[src/rtl/scramble_pkg.sv]
// scramble_pkg
//   Shared definitions for the scramble engine:
//     state_t        - controller states
//     COMPL_*        - constants applied in the COMPL step, selected by r[3:2]
//     REDUCE_*       - mode select values for scramble_mod_reduce
package scramble_pkg;

  typedef enum logic [2:0] {
    IDLE,
    CLASS,
    MUL,
    SUM,
    RSUM,
    RSOT,
    COMPL,
    OUT
  } state_t;

  // COMPL update, indexed by r[3:2]: 00 -> -21, 01 -> -42, 10 -> +7, 11 -> +28
  localparam int COMPL_SUB_LO = 21;
  localparam int COMPL_SUB_HI = 42;
  localparam int COMPL_ADD_LO = 7;
  localparam int COMPL_ADD_HI = 28;

  // Reduction mode: RSUM subtracts MOD while acc > MOD,
  // RSOT adds MOD while acc is outside the symbol range.
  localparam logic REDUCE_RSUM = 1'b0;
  localparam logic REDUCE_RSOT = 1'b1;

endpackage

[src/rtl/scramble_mod_reduce.sv]
// scramble_mod_reduce
//   One step of the modulo-reduction loop used by the RSUM and RSOT states.
//   Purely combinational; the caller registers acc_next every cycle it stays
//   in the loop state and leaves once done is high.
// Parameters:
//   W   - symbol width
//   AW  - accumulator width (W+3)
// Ports:
//   acc       in   AW  current accumulator
//   modulus   in   AW  key modulus MOD, zero-extended
//   mode      in   1   REDUCE_RSUM or REDUCE_RSOT
//   acc_next  out  AW  accumulator after one step (equals acc when done)
//   done      out  1   loop condition no longer holds
module scramble_mod_reduce
  import scramble_pkg::*;
#(
  parameter int W  = 6,
  parameter int AW = W + 3
) (
  input  logic [AW-1:0] acc,
  input  logic [AW-1:0] modulus,
  input  logic          mode,
  output logic [AW-1:0] acc_next,
  output logic          done
);

  // Largest value representable as a W-bit symbol, widened to AW.
  localparam logic [AW-1:0] SYM_MAX = AW'({W{1'b1}});

  always_comb begin
    acc_next = acc;
    done     = 1'b1;
    if (mode == REDUCE_RSUM) begin
      done = !(acc > modulus);
      if (!done) begin
        acc_next = acc - modulus;
      end
    end else begin
      // Wraps through 2^AW back into range; terminates because MOD < 2^W.
      done = !(acc > SYM_MAX);
      if (!done) begin
        acc_next = acc + modulus;
      end
    end
  end

endmodule

[src/rtl/scramble_engine.sv]
// scramble_engine
//   Handshaked cipher scrambler. Each accepted W-bit symbol is classified as
//   pass-through (all zeros / all ones), scramble (1..MOD) or drop (> MOD).
//   Scrambled symbols run a multi-cycle key/modulo datapath; pass-through
//   symbols are returned unchanged and advance the key counter.
// Parameters:
//   W       - symbol width (>= 4)
//   key modulus parameter, legal range 1 .. 2^W-1
//   DROP_W  - drop counter width
// Ports:
//   clock      in   1       rising-edge clock
//   reset      in   1       synchronous active-high reset
//   in_valid   in   1       input symbol valid
//   in_data    in   W       input symbol
//   in_ready   out  1       engine idle and not in reset
//   out_valid  out  1       output symbol valid
//   out_data   out  W       output symbol (registered)
//   out_ready  in   1       sink accepts
//   drop_cnt   out  DROP_W  saturating count of dropped symbols
// Build option:
//   SCRAMBLE_ABS_EN - when defined, a scrambled result with the accumulator
//   MSB set is output as its two's-complement magnitude.
module scramble_engine
  import scramble_pkg::*;
#(
  parameter int W      = 6,
  parameter int MOD    = 26,
  parameter int DROP_W = 8
) (
  input  logic              clock,
  input  logic              reset,
  input  logic              in_valid,
  input  logic [W-1:0]      in_data,
  output logic              in_ready,
  output logic              out_valid,
  output logic [W-1:0]      out_data,
  input  logic              out_ready,
  output logic [DROP_W-1:0] drop_cnt
);

  localparam int AW = W + 3;
  localparam logic [AW-1:0] MOD_AW       = AW'(MOD);
  localparam logic [W-1:0]  CONT_LAST    = W'(MOD - 1);
  localparam logic [AW-1:0] C_SUB_LO     = AW'(COMPL_SUB_LO);
  localparam logic [AW-1:0] C_SUB_HI     = AW'(COMPL_SUB_HI);
  localparam logic [AW-1:0] C_ADD_LO     = AW'(COMPL_ADD_LO);
  localparam logic [AW-1:0] C_ADD_HI     = AW'(COMPL_ADD_HI);

  state_t              state_reg;
  state_t              state_next;
  logic [W-1:0]        r_reg;
  logic [AW-1:0]       acc_reg;
  logic [W-1:0]        cont_reg;
  logic [W-1:0]        out_data_reg;
  logic [DROP_W-1:0]   drop_cnt_reg;

  logic                accept;
  logic                is_pass;
  logic                in_range;
  logic [AW-1:0]       r_wide;
  logic [AW-1:0]       acc_mul;
  logic [AW-1:0]       acc_compl;
  logic [W-1:0]        out_scrambled;
  logic [AW-1:0]       reduce_acc;
  logic                reduce_done;
  logic                reduce_mode;

  // --------------------------------------------------------------------
  // Symbol classification and arithmetic helpers
  // --------------------------------------------------------------------
  assign accept   = in_valid && in_ready;
  assign r_wide   = AW'(r_reg);
  assign is_pass  = (r_reg == '0) || (r_reg == '1);
  assign in_range = (r_wide <= MOD_AW);

  // MUL step: key, doubled when r[0] is set.
  assign acc_mul = r_reg[0] ? {2'b00, cont_reg, 1'b0} : AW'(cont_reg);

  always_comb begin
    acc_compl = acc_reg;
    case (r_reg[3:2])
      2'b00:   acc_compl = acc_reg - C_SUB_LO;
      2'b01:   acc_compl = acc_reg - C_SUB_HI;
      2'b10:   acc_compl = acc_reg + C_ADD_LO;
      default: acc_compl = acc_reg + C_ADD_HI;
    endcase
  end

`ifdef SCRAMBLE_ABS_EN
  // Negative (MSB set) result is reported as its magnitude.
  assign out_scrambled = acc_compl[AW-1] ? W'(AW'(0) - acc_compl)
                                         : acc_compl[W-1:0];
`else
  assign out_scrambled = acc_compl[W-1:0];
`endif

  assign reduce_mode = (state_reg == RSOT) ? REDUCE_RSOT : REDUCE_RSUM;

  scramble_mod_reduce #(
    .W  (W),
    .AW (AW)
  ) u_mod_reduce (
    .acc      (acc_reg),
    .modulus  (MOD_AW),
    .mode     (reduce_mode),
    .acc_next (reduce_acc),
    .done     (reduce_done)
  );

  // --------------------------------------------------------------------
  // FSM: state register
  // --------------------------------------------------------------------
  always_ff @(posedge clock) begin
    if (reset) begin
      state_reg <= IDLE;
    end else begin
      state_reg <= state_next;
    end
  end

  // --------------------------------------------------------------------
  // FSM: next-state logic
  // --------------------------------------------------------------------
  always_comb begin
    state_next = state_reg;
    case (state_reg)
      IDLE: begin
        if (accept) begin
          state_next = CLASS;
        end
      end
      CLASS: begin
        if (is_pass) begin
          state_next = OUT;
        end else if (in_range) begin
          state_next = MUL;
        end else begin
          state_next = IDLE;
        end
      end
      MUL:   state_next = SUM;
      SUM:   state_next = r_reg[1] ? RSUM : RSOT;
      RSUM,
      RSOT: begin
        if (reduce_done) begin
          state_next = COMPL;
        end
      end
      COMPL: state_next = OUT;
      OUT: begin
        if (out_ready) begin
          state_next = IDLE;
        end
      end
      default: state_next = IDLE;
    endcase
  end

  // --------------------------------------------------------------------
  // FSM: outputs
  // --------------------------------------------------------------------
  always_comb begin
    in_ready  = (state_reg == IDLE) && !reset;
    out_valid = (state_reg == OUT);
  end

  assign out_data = out_data_reg;
  assign drop_cnt = drop_cnt_reg;

  // --------------------------------------------------------------------
  // Datapath registers
  // --------------------------------------------------------------------
  always_ff @(posedge clock) begin
    if (reset) begin
      r_reg        <= '0;
      acc_reg      <= '0;
      cont_reg     <= '0;
      out_data_reg <= '0;
      drop_cnt_reg <= '0;
    end else begin
      case (state_reg)
        IDLE: begin
          if (accept) begin
            r_reg <= in_data;
          end
        end
        CLASS: begin
          if (is_pass) begin
            acc_reg      <= r_wide;
            out_data_reg <= r_reg;
            // The key only advances on pass-through symbols.
            cont_reg     <= (cont_reg < CONT_LAST) ? cont_reg + W'(1) : '0;
          end else if (!in_range) begin
            if (drop_cnt_reg != '1) begin
              drop_cnt_reg <= drop_cnt_reg + DROP_W'(1);
            end
          end
        end
        MUL: begin
          acc_reg <= acc_mul;
        end
        SUM: begin
          acc_reg <= r_reg[1] ? (r_wide + acc_reg) : (r_wide - acc_reg);
        end
        RSUM,
        RSOT: begin
          acc_reg <= reduce_acc;
        end
        COMPL: begin
          acc_reg      <= acc_compl;
          out_data_reg <= out_scrambled;
        end
        default: begin
        end
      endcase
    end
  end

endmodule

[config.mk]
export PLATFORM = sky130hd
export DESIGN_NAME = scramble_engine
export DESIGN_NICKNAME = d
export VERILOG_FILES = /design/src/rtl/scramble_pkg.sv /design/src/rtl/scramble_mod_reduce.sv /design/src/rtl/scramble_engine.sv
export SDC_FILE = /design/constraint.sdc
export NUM_CORES = 1
export LEC_CHECK = 0
export CAP_MARGIN = 20
export CORE_MARGIN = 10
export CORE_UTILIZATION = 45
export DETAILED_ROUTE_END_ITERATION = 16
export PLACE_DENSITY_LB_ADDON = 0.1
export SLEW_MARGIN = 20
export SYNTH_ARGS = -nofsm -noshare
export SYNTH_HDL_FRONTEND = slang
export SYNTH_SLANG_ARGS = --single-unit
[constraint.sdc]
create_clock -name clock -period 6.5 [get_ports clock]
set_input_delay 1.3 -clock clock [delete_from_list [all_inputs] [get_ports clock]]
set_output_delay 1.3 -clock clock [all_outputs]
set_load 0.005 [all_outputs]
==> impl_metrics.xml <==
<?xml version="1.0" encoding="UTF-8"?>
<metrics>
  <group name="outcome">
    <metric name="status" unit="">finished, final reports clean</metric>
  </group>
  <group name="run">
    <metric name="timing.max_cap.violations" unit="">0</metric>
  </group>
  <group name="logic_synthesis">
    <metric name="postSynth.asyncResetShare" unit="%">0</metric>
    <metric name="synth_top_area_share" unit="%">21.7</metric>
    <metric name="synth_commonest_cells" unit="">nor2_1 (45), dfxtp_1 (38), nand2_1 (38)</metric>
    <metric name="count_of_different_cell_masters_after_synthesis" unit="">64</metric>
    <metric name="post-synth-top-count-cell" unit="">nor2_1</metric>
    <metric name="yosys_register_bits" unit="">38</metric>
    <metric name="netlist_instances" unit="">459</metric>
    <metric name="post_synth_main_area_contributors" unit="">dfxtp_1 (22%), ha_1 (8.2%), nor2_1 (4.8%), xnor2_1 (4.5%), nand2_1 (4.1%)</metric>
    <metric name="syn-cell-area" unit="µm²">3510</metric>
    <metric name="ys_warn_count" unit="">0</metric>
    <metric name="synthesis.area_per_instance" unit="µm²">7.64</metric>
    <metric name="synthesis.nets" unit="">492</metric>
    <metric name="post_synthesis_sequential_area_ratio" unit="%">21.7</metric>
    <metric name="synth_top_flop_cell" unit="">dfxtp_1</metric>
    <metric name="synth_top_area_cell" unit="">dfxtp_1</metric>
    <metric name="synth-edff-count" unit="">0</metric>
  </group>
  <group name="setup_path">
    <metric name="timing.critical_path.slowest_stage_cell" unit="">clkdlybuf4s50_1</metric>
    <metric name="ff2ff_path_depth" unit="">11</metric>
    <metric name="reg2reg_to" unit="">acc_reg[7]$_SDFFE_PP0P_</metric>
    <metric name="worst_setup_path_start_kind" unit="">input port</metric>
    <metric name="timing.critical_path.arrival" unit="ps">2780</metric>
    <metric name="timing.reg2reg.setup_slack" unit="ps">3300</metric>
    <metric name="worst_path_required" unit="ps">5200</metric>
    <metric name="setup_crit_start" unit="">reset</metric>
    <metric name="path_class" unit="">input port to output port</metric>
    <metric name="path_cells" unit="">clkdlybuf4s50_1 &gt; buf_4 &gt; nor2_1 &gt; clkdlybuf4s50_1</metric>
    <metric name="worst-path-max-fanout" unit="">23</metric>
    <metric name="timing.critical_path.slowest_cell_delay" unit="ps">570</metric>
    <metric name="cp-end-kind" unit="">output port</metric>
    <metric name="crit_path_frequent_cell" unit="">clkdlybuf4s50_1</metric>
    <metric name="regToRegStartpoint" unit="">acc_reg[1]$_SDFFE_PP0P_</metric>
  </group>
  <group name="detailed_routing">
    <metric name="wl_met2" unit="mm">4.72</metric>
    <metric name="dr_wl_met3" unit="µm">568</metric>
    <metric name="drtIter0Drc" unit="">259</metric>
    <metric name="drc_errors_left" unit="">0</metric>
    <metric name="drt_first_pass_iters" unit="">5</metric>
    <metric name="postRouteWirelength" unit="mm">10.4</metric>
    <metric name="detail_route.wl_per_cell" unit="µm">18.4</metric>
    <metric name="ant_nets" unit="">0</metric>
    <metric name="top_signal_layer_used" unit="">met4</metric>
    <metric name="vias" unit="">3490</metric>
    <metric name="met1_length" unit="mm">4.86</metric>
    <metric name="detail_route.vias_per_cell" unit="">6.17</metric>
  </group>
  <group name="grt">
    <metric name="grt_first_pass_wirelength" unit="mm">17.3</metric>
    <metric name="grt_pass1_vias" unit="">3382</metric>
    <metric name="grt.total_usage" unit="%">18.0</metric>
    <metric name="grt_max_degree" unit="">28</metric>
    <metric name="gr-total-overflow" unit="">0</metric>
    <metric name="initial_antenna_violation_count" unit="">0</metric>
  </group>
  <group name="placement">
    <metric name="post_dp_hpwl" unit="mm">7.63</metric>
    <metric name="port_buffers" unit="">25</metric>
    <metric name="placement.setup.worst_slack" unit="ps">2420</metric>
    <metric name="gp_congestion" unit="">0.914</metric>
    <metric name="placed_area" unit="µm²">3780</metric>
  </group>
  <group name="cts">
    <metric name="cts_buffer_depth" unit="">2</metric>
    <metric name="clockRootBuffer" unit="">clkbuf_8</metric>
    <metric name="numClockSinks" unit="">38</metric>
    <metric name="tritoncts_clock_tree" unit="">done</metric>
    <metric name="num_cts_buffers" unit="">5</metric>
    <metric name="clk-insertion-delay-late" unit="ps">300</metric>
    <metric name="cts.repair.resized" unit="">0</metric>
    <metric name="post-cts-setup-buffer-count" unit="">0</metric>
    <metric name="cts_hold_buf" unit="">0</metric>
    <metric name="cts_clock_pin_slew_for_the_worst_setup_and_hold_paths" unit="ps">90</metric>
    <metric name="htree_num_levels" unit="">2</metric>
  </group>
  <group name="finish">
    <metric name="final_nets" unit="">496</metric>
    <metric name="syn_to_final_growth" unit="%">10.5</metric>
    <metric name="diodes" unit="">0</metric>
    <metric name="post-route-cell-area" unit="µm²">3870</metric>
    <metric name="postLayoutCoreUtil" unit="%">50.6</metric>
    <metric name="final_layout_size_suffix_gt1_share" unit="%">4.96</metric>
    <metric name="fillerInstances" unit="">771</metric>
    <metric name="largest_register_ffs" unit="">9</metric>
  </group>
  <group name="min_path">
    <metric name="hp-start" unit="">out_data[1]$_SDFFE_PP0P_</metric>
    <metric name="hold_path_end" unit="">out_data[1]$_SDFFE_PP0P_</metric>
    <metric name="hold-path-cell-count" unit="">2</metric>
    <metric name="holdCritPathClass" unit="">register to register</metric>
  </group>
  <group name="power_and_ir_drop">
    <metric name="power.combinational.fraction" unit="%">62.8</metric>
    <metric name="power.leakage" unit="nW">1.48</metric>
    <metric name="post-layout-total-power" unit="mW">1.67</metric>
    <metric name="p_seq_share" unit="%">26.6</metric>
    <metric name="internal_power" unit="mW">0.840</metric>
    <metric name="switching_share" unit="%">49.8</metric>
    <metric name="max-vdd-ir-drop" unit="mV">0.213</metric>
    <metric name="share_clk_of_total_power" unit="%">10.7</metric>
    <metric name="power_per_cell_area" unit="nW/µm²">432</metric>
    <metric name="total_switching_power" unit="mW">0.835</metric>
  </group>
  <group name="sta">
    <metric name="fin_crit_sh" unit="%">62.8</metric>
    <metric name="max_clock_freq" unit="MHz">245</metric>
    <metric name="drv_slew" unit="">0</metric>
    <metric name="totalNegativeSetupSlack" unit="ps">0</metric>
    <metric name="post-route-worst-setup-slack" unit="ps">2420</metric>
    <metric name="finalHoldViolations" unit="">0</metric>
    <metric name="relSlewSlack" unit="%">35.6</metric>
    <metric name="setup_violations" unit="">0</metric>
    <metric name="rsz0062_at_grt" unit="">false</metric>
    <metric name="final.setup_skew" unit="ps">12.4</metric>
    <metric name="fin_crit" unit="ps">4080</metric>
    <metric name="worstMarginPinSlew" unit="ps">966</metric>
  </group>
  <group name="die">
    <metric name="floorplan.initialDensity" unit="%">45.8</metric>
    <metric name="ioPinCount" unit="">26</metric>
    <metric name="dieArea" unit="µm²">11700</metric>
    <metric name="die_x" unit="µm">108</metric>
    <metric name="fp.coreArea" unit="µm²">7650</metric>
    <metric name="chipHeight" unit="µm">108</metric>
    <metric name="std_cell_rows" unit="">32</metric>
  </group>
</metrics>
[cell families after synthesis]
family                   share of synthesized area, %
AO/OA/AOI/OAI                                    27.3
XOR/XNOR                                         8.49
adder cells (fa/ha/maj)                          8.78
buffers and inverters                            5.28
flip-flops                                       21.7
multiplexers                                     4.75
AND/OR/NAND/NOR                                  23.7
[metal layers]
layer / track usage [%] / vias to the layer above
li1: - / 1712
met1: 24.1 / 1642
met2: 28.8 / 113
met3: 2.68 / 23
met4: 5.84 / 0
met5: 0 / -
[how the worst max path moves through the flow]
stage	endpoint	slack [ps]	depth (start not counted)
2_1_floorplan	in_ready	3660	1
3_3_place_gp	in_ready	2420	4
3_5_place_dp	in_ready	2420	4
4_1_cts	in_ready	2410	4
5_1_grt	in_ready	2320	4
6_report	in_ready	2420	4
[layout make-up]
cell class	instances	area (µm²)	share of cell area (%)
inverter	15	56.3	1.45
clock buffer	6	82.6	2.13
tap	102	128	3.30
multi-input combinational	375	2560	66.1
timing repair buffer	28	273	7.04
sequential	38	761	19.6
clock inverter	2	12.5	0.323
[metrics by stage]
| step | cells | hold slack (ps) |
|---|---|---|
| final | 566 | 490 |
| after floorplan | 459 | 464 |
| after CTS | 566 | 492 |
| after detailed placement | 558 | 475 |
| after global routing | 566 | 502 |
| after global placement | 558 | 479 |
[power groups by stage]
| stage | clock [mW] | combinational (mW) | sequential [mW] |
|---|---|---|---|
| floorplan | 0 | 0.896 | 0.327 |
| global placement | 0 | 1.02 | 0.442 |
| detailed placement | 0 | 1.03 | 0.444 |
| CTS | 0.181 | 1.04 | 0.438 |
| global route | 0.188 | 1.17 | 0.457 |
| finish | 0.179 | 1.05 | 0.445 |
[cells in the final DEF, fill, tap and decap left out, drive strengths merged, types with 4 or more instances in the layout]
master and count:
and3 13, nand2 38, nand2b 7, nor3 12, clkdlybuf4s50 25, nor2 45, nand4 6, or3 6
o211ai 6, nand3 10, ha 23, and2 4, a31oi 7, a211oi 8, a31o 5, xor2 16
o21bai 4, o21a 5, a21o 7, a21oi 26, a211o 5, inv 15, clkbuf 6, o21ai 22
mux2i 11, dfxtp 38, nor2b 5, a311oi 4, xnor2 18
[critical path: cells and delay by family]
kind,cells,cell delay [ps]
AND/OR/NAND/NOR,1,290
buffers and inverters,3,1190
Power figures use the tool's default switching activity.
